<file path="src/rtl/clock_setup_controller.sv">
// Setup controller for a four-digit HH:MM clock: debounces four buttons and runs the
// RUN/SET/COMMIT/ABORT sequence that drives digit selection, adjust strobes and blinking.
module clock_setup_controller #(
    parameter int DEBOUNCE_CYCLES = 500000,
    parameter int BLINK_CYCLES    = 25000000,
    parameter int TIMEOUT_SEC     = 30
) (
    input  logic       M_CLOCK,
    input  logic       M_RESET_N,
    input  logic [3:0] PB,
    input  logic       sec_tick,
    output logic       setup_mode,
    output logic [1:0] loc,
    output logic       inc_pulse,
    output logic       dec_pulse,
    output logic       commit_pulse,
    output logic       abort_pulse,
    output logic       digit_blank
);

    localparam int DB_W = 20;
    localparam int BL_W = (BLINK_CYCLES > 1) ? $clog2(BLINK_CYCLES) : 1;
    localparam logic [DB_W-1:0] DB_LAST   = DB_W'(DEBOUNCE_CYCLES - 1);
    localparam logic [BL_W-1:0] BL_LAST   = BL_W'(BLINK_CYCLES - 1);
    localparam logic [7:0]      IDLE_LAST = 8'(TIMEOUT_SEC - 1);

    typedef enum logic [1:0] {RUN, SET, COMMIT, ABORT} state_t;

    logic [3:0] sync_a;
    logic [3:0] sync_b;
    logic [3:0] level;
    logic [3:0] press;

    always_ff @(posedge M_CLOCK or negedge M_RESET_N) begin
        if (!M_RESET_N) begin
            sync_a <= '0;
            sync_b <= '0;
        end else begin
            sync_a <= PB;
            sync_b <= sync_a;
        end
    end

    // A level is accepted only after DEBOUNCE_CYCLES consecutive disagreeing samples.
    for (genvar g = 0; g < 4; g++) begin : g_debounce
        logic [DB_W-1:0] count;
        logic            stable;
        logic            event_q;

        always_ff @(posedge M_CLOCK or negedge M_RESET_N) begin
            if (!M_RESET_N) begin
                count   <= '0;
                stable  <= 1'b0;
                event_q <= 1'b0;
            end else begin
                event_q <= 1'b0;
                if (sync_b[g] != stable) begin
                    if (count == DB_LAST) begin
                        count   <= '0;
                        stable  <= sync_b[g];
                        event_q <= sync_b[g];
                    end else begin
                        count <= count + 1'b1;
                    end
                end else begin
                    count <= '0;
                end
            end
        end

        assign level[g] = stable;
        assign press[g] = event_q;
    end

    state_t          state;
    state_t          state_next;
    logic [1:0]      loc_next;
    logic [7:0]      idle_count;
    logic [7:0]      idle_next;
    logic [BL_W-1:0] blink_count;
    logic [BL_W-1:0] blink_next;
    logic            blank_next;
    logic            inc_next;
    logic            dec_next;
    logic            commit_next;
    logic            abort_next;
    logic            any_press;
    logic            timeout;

    assign any_press = |press;
    assign timeout   = sec_tick && (idle_count == IDLE_LAST);

    always_ff @(posedge M_CLOCK or negedge M_RESET_N) begin
        if (!M_RESET_N) begin
            state        <= RUN;
            loc          <= 2'd3;
            idle_count   <= '0;
            blink_count  <= '0;
            setup_mode   <= 1'b0;
            digit_blank  <= 1'b0;
            inc_pulse    <= 1'b0;
            dec_pulse    <= 1'b0;
            commit_pulse <= 1'b0;
            abort_pulse  <= 1'b0;
        end else begin
            state        <= state_next;
            loc          <= loc_next;
            idle_count   <= idle_next;
            blink_count  <= blink_next;
            setup_mode   <= (state_next != RUN);
            digit_blank  <= blank_next;
            inc_pulse    <= inc_next;
            dec_pulse    <= dec_next;
            commit_pulse <= commit_next;
            abort_pulse  <= abort_next;
        end
    end

    // Exit decisions outrank digit moves, which outrank adjusts; losing events are dropped.
    always_comb begin
        state_next  = state;
        loc_next    = loc;
        idle_next   = idle_count;
        blink_next  = blink_count;
        blank_next  = 1'b0;
        inc_next    = 1'b0;
        dec_next    = 1'b0;
        commit_next = 1'b0;
        abort_next  = 1'b0;
        case (state)
            RUN: begin
                idle_next  = '0;
                blink_next = '0;
                if (press[0]) begin
                    state_next = SET;
                    loc_next   = 2'd3;
                end
            end
            SET: begin
                if (blink_count == BL_LAST) begin
                    blink_next = '0;
                    blank_next = ~digit_blank;
                end else begin
                    blink_next = blink_count + 1'b1;
                    blank_next = digit_blank;
                end
                if (any_press) begin
                    idle_next  = '0;
                    blink_next = '0;
                    blank_next = 1'b0;
                end else if (sec_tick) begin
                    idle_next = idle_count + 1'b1;
                end
                if (press[0]) begin
                    state_next  = COMMIT;
                    commit_next = 1'b1;
                    blank_next  = 1'b0;
                end else if (timeout) begin
                    state_next = ABORT;
                    abort_next = 1'b1;
                    blank_next = 1'b0;
                end else if (press[1]) begin
                    loc_next = loc - 2'd1;
                end else if (press[2] ^ press[3]) begin
                    inc_next = press[2];
                    dec_next = press[3];
                end
            end
            default: begin
                state_next = RUN;
                idle_next  = '0;
                blink_next = '0;
            end
        endcase
    end

    logic unused_level;
    assign unused_level = ^level;

endmodule

</file>
<file path="config.mk">
export PLATFORM = sky130hd
export DESIGN_NAME = clock_setup_controller
export DESIGN_NICKNAME = d
export VERILOG_FILES = /design/src/rtl/clock_setup_controller.sv
export SDC_FILE = /design/constraint.sdc
export NUM_CORES = 1
export LEC_CHECK = 0
export ABC_CLOCK_PERIOD_IN_PS = 3600
export BUFFER_PORTS_ARGS = -buffer_cell sky130_fd_sc_hd__buf_2
export CAP_MARGIN = 20
export CORE_MARGIN = 2
export CORE_UTILIZATION = 55
export DETAILED_ROUTE_END_ITERATION = 8
export PLACE_DENSITY = 0.71
export REMOVE_ABC_BUFFERS = 1
export SLEW_MARGIN = 10
export SYNTH_ARGS = -nofsm -noshare
export SYNTH_HDL_FRONTEND = slang
export SYNTH_SLANG_ARGS = --single-unit
</file>
<file path="constraint.sdc">
create_clock -name M_CLOCK -period 3.6 [get_ports M_CLOCK]
set_input_delay 0 -clock M_CLOCK [delete_from_list [all_inputs] [get_ports M_CLOCK]]
set_output_delay 0 -clock M_CLOCK [all_outputs]
set_load 0.05 [all_outputs]
</file>
After elaboration in Yosys (flattened, before gate mapping)
Index checks and enable logic that the tools add are counted.
Storage, ports and cells
  register bits: 139
  bits of input ports: 7
  output and inout bits: 8
Cells by class
  reduce and logical (&&, ||, !) cells: 10
  add/subtract/negate cells: 7
  bitwise gates (word level): 2
  eq/ne operators: 17
  muxes and demuxes: 51
Operator list (count)
  $mux W20: 8
  $add A20 B1 Y20 const B: 4
  $eq A20 B19 Y1 const B: 4
  $mux W25: 3
  $mux W1: 28
  $add A25 B1 Y25 const B: 1
  $eq A25 B25 Y1 const B: 1
  $mux W8: 3
  $mux W2: 7
  $add A8 B1 Y8 const B: 1
  $eq A8 B5 Y1 const B: 1
  $ne A2 B2 Y1 const B: 4
  $pmux W2 S2: 2
  $reduce_and A2 Y1: 4
  $ne A5 B5 Y1 const B: 1
  $reduce_and A5 Y1: 1
  $ne A1 B1 Y1: 4
  $reduce_bool A2 Y1: 2
  $reduce_or A4 Y1: 1
  $ne A3 B3 Y1 const B: 1
  $eq A2 B1 Y1 const B: 1
  $logic_not A2 Y1: 1
  $sub A2 B1 Y2 const B: 1
  $logic_and A1 B1 Y1: 1
  2 further kinds: 2

Logic depth before layout (Yosys ltp)
  depth in word-level cells: 6
  gate-level depth with buffers: 7

Worst setup path before layout
Ideal clock, no wire load.
  path type: reg2reg
  from: register g_debounce[2].count[11]
  to: register g_debounce[2].count[10]
  path buffers: 1
  stages on the path, launching flop included: 6
  slack: 1.642 ns
  data required time: 3.478 ns
  arrival: 1.837 ns
  clock period less this slack: 1.958 ns
  cell sequence: dfrtp_1 > nor4b_1 > nand4_1 > o41ai_2 > buf_2 > nor2_1
On the way
  cells in the longest elaborated chain, start to end: 3
Ends and longest elaborated chain
  from (decl): line 46  | logic [DB_W-1:0] count;
  from (signal assigned): line 63  | count <= count + 1'b1;
  $eq A20 B19 Y1: line 58  | if (count == DB_LAST) begin
  $mux W20: line 58
  $mux W20: line 57  | if (sync_b[g] != stable) begin
No other way between the ends.
A chain may end at the register's enable or synchronous reset.

Final worst setup path
  from: register g_debounce[0].count[0]
  to: register g_debounce[0].count[16]
On the way
  cells in the longest elaborated chain, start to end: 3
  elaborated cells between the ends (all ways): 4
  classes of those cells: add/sub (1); eq/ne (1); mux (2)
Ends and longest elaborated chain (line)
  from (decl): 46
  from (signal assigned): 63
  $add A20 B1 Y20 / $eq A20 B19 Y1 (equally long branches): 63, 58
  $mux W20 *: 58
  $mux W20 *: 57
Every way passes the cells marked *; elsewhere a longest branch is shown, timed or not.

==> flow_metrics.tcl <==
set metrics [dict create \
    holdWs_ns 0.0901 \
    period_needed_ns 2.16 \
    core_area_um2 11900 \
    leakagePower_nw 3.04 \
    place_congestion 0.840 \
    skew_ns 0.00633 \
    post-route-util_pct 63.2 \
    cts_tree "yes" \
    nNetsFinal 695 \
    synth_common_cells "dfrtp_1, nor2_1, a21oi_1, nand4_1, xor2_1" \
    clk_pin_slew_ns 0.06 \
    worstPathRequired_ns 3.94 \
    yosysTopAreaCell "dfrtp_1" \
    end_kind "flop" \
    relSlewSlack_pct 46.8 \
    hp-class "input port to async pin" \
    fin_setup_tns_ns 0 \
    seq_area_frac_synth_pct 52.5 \
    seqCellArea_um2 3480 \
    cts-root-buf "clkbuf_16" \
    drt_iter0_markers 425 \
    ir_drop_mv 0.294 \
    ys_ff_latch 139 \
    cts_made_buffers 17 \
    worstSetupPathType "flop to flop" \
    yosys_warnings 0 \
    power_mw 3.34 \
    timing.final.ws_setup_ns 1.44 \
    grt_pass1_wl_mm 22.1 \
    via_per_inst 5.93 \
    multiInputGateArea_um2 3010 \
    drive_above_1_share_pct 9.08 \
    synth_cells 657 \
    cp_max_fo 7 \
    syn_area_um2 6630 \
    antenna_found_initial 0 \
    firstDrtPassIters 6 \
    initial_core_util_pct 55.9 \
    clkLatencyLatePin_ns 0.42 \
    crit_path_start_kind "flop" \
    cap_violations 0 \
    fin_crit_sh_pct 59.9 \
    portBuffers 14 \
    setup_violations 0 \
    syn_area_per_cell_um2 10.1 \
    synth-async-reset-ratio_pct 100 \
    num-fill-cells 950 \
    run_status "finished clean" \
    ys_top_cells_by_area "dfrtp_1, xor2_1, nor2_1" \
    grt_overflow 0 \
    wl_mm 12.6 \
    h-tree-depth 4 \
    num_rows 40 \
    antenna_left 0 \
    ctsResizeCount 0 \
    grt_max_degree 125 \
    cp.arrival_ns 2.49 \
    cts_buffer_depth 2 \
    cts_sinks 139 \
    crit_chain "ha_1 -> nand4_1 -> or4_1 -> or3_1 -> a21oi_1" \
    die_w_um 114 \
    synth_top_area_share_pct 51.7 \
    worstMarginPinSlew_ns 0.789 \
    synth_edf_count 0 \
    dp_hpwl_mm 8.30 \
    area_growth_pct 13.1 \
    p_per_area_nw_per_um2 446 \
    pre_cts_slack_ns 1.44 \
    remaining_drc_errors 0 \
    ys_types 41 \
    die_height_um 114 \
    routed-via-count 4984 \
    grt_pass1_vias 4967 \
    antenna_cells 0 \
    synthFlopType "dfrtp_1" \
    wl_per_cell_um 14.9 \
    synth.most_common_cell "dfrtp_1" \
    critPathSlowestCell "or4_1" \
    rrSetupSlack_ns 1.44 \
    cpPeakStageDelay_ns 0.69 \
    grt.total_usage_pct 21.2 \
    maxSlewViolCount 0 \
    fmaxAchievable_mhz 464 \
    dieArea_um2 12900 \
    rsz0062_at_grt "false" \
    io_pins 15 \
    hold_viol_final 0 \
]
-- logic make-up after synthesis --
kind of cell / share of synthesized area (%)
xor+xnor: 9.12
compound gates: 8.19
simple gates: 26.1
flops: 52.5
buf+inv: 2.04
mux: 0.680
fa+ha+maj: 1.32
-- repair_timing --
action | CTS | global route
setup buffers | 0 | 0
hold buffers | 6 | 0
hold endpoints to repair | 129 | 0
-- metal layers --
layer / vias to the layer above / share of wire [%] / GRT usage [%]
met1: 2445 / 46 / 27.2
met3: 18 / 3.1 / 5.58
met5: - / 0 / 0
met4: 0 / 1.6 / 8.70
li1: 2434 / - / -
met2: 87 / 49 / 34.4
-- through the flow --
stage	cells	area (um2)
after CTS	840	7470
after global routing	841	7500
after global placement	802	6840
after floorplan	635	6530
after detailed placement	802	6840
final	841	7500
-- final cells by class --
class,count,area share (%)
multi-input combinational,485,40.2
clock buffer,26,6.79
timing repair buffer,27,2.79
tap,147,2.45
inverter,11,0.551
sequential,139,46.4
clock inverter,6,0.801
-- sequential cells by signal, summed over array words and instances (netlist names), 2 cells and up --
name,flops
state,2
g_debounce.stable,4
idle_count,8
g_debounce.count,80
g_debounce.event_q,4
sync_a,4
blink_count,25
sync_b,4
loc,2
-- layout by cell type, fill, tap and decap left out, types with 26 or more instances in the layout --
cell type / n
xnor2_1: 28
nor2_1: 85
xor2_1: 41
nand3_1: 29
dfrtp_1: 137
nand4_1: 41
a21oi_1: 41
or3_1: 26
nand2_1: 37
or4_1: 27
-- worst paths after layout --
path	from	endpoint	cells after the start
max in group asynchronous	M_RESET_N	sync_b[2]	4
setup / recovery	g_debounce[0].count[0]	g_debounce[0].count[16]	5
min in group M_CLOCK	PB[2]	sync_a[2]	2
setup reg to reg	g_debounce[0].count[0]	g_debounce[0].count[16]	5
hold / removal	M_RESET_N	idle_count[5]	2
hold reg to reg	sync_a[2]	sync_b[2]	0
-- worst max-delay path, delay by kind of cell (launching register included) --
| family | cells | cell delay (ns) |
|---|---|---|
| flip-flops | 1 | 0.38 |
| AO/OA/AOI/OAI | 1 | 0.16 |
| AND/OR/NAND/NOR | 3 | 1.30 |
| adder cells (fa/ha/maj) | 1 | 0.24 |
-- report_power, final --
| group | leakage, nW | total [mW] | internal, mW | switching (mW) |
|---|---|---|---|---|
| clock network | 0.276 | 1.66 | 1.04 | 0.623 |
| registers | 1.91 | 1.59 | 1.58 | 0.0145 |
| logic | 0.853 | 0.0852 | 0.0281 | 0.0572 |
| total | 3.04 | 3.34 | 2.65 | 0.695 |
No activity file was read; power rests on OpenSTA's default activity.
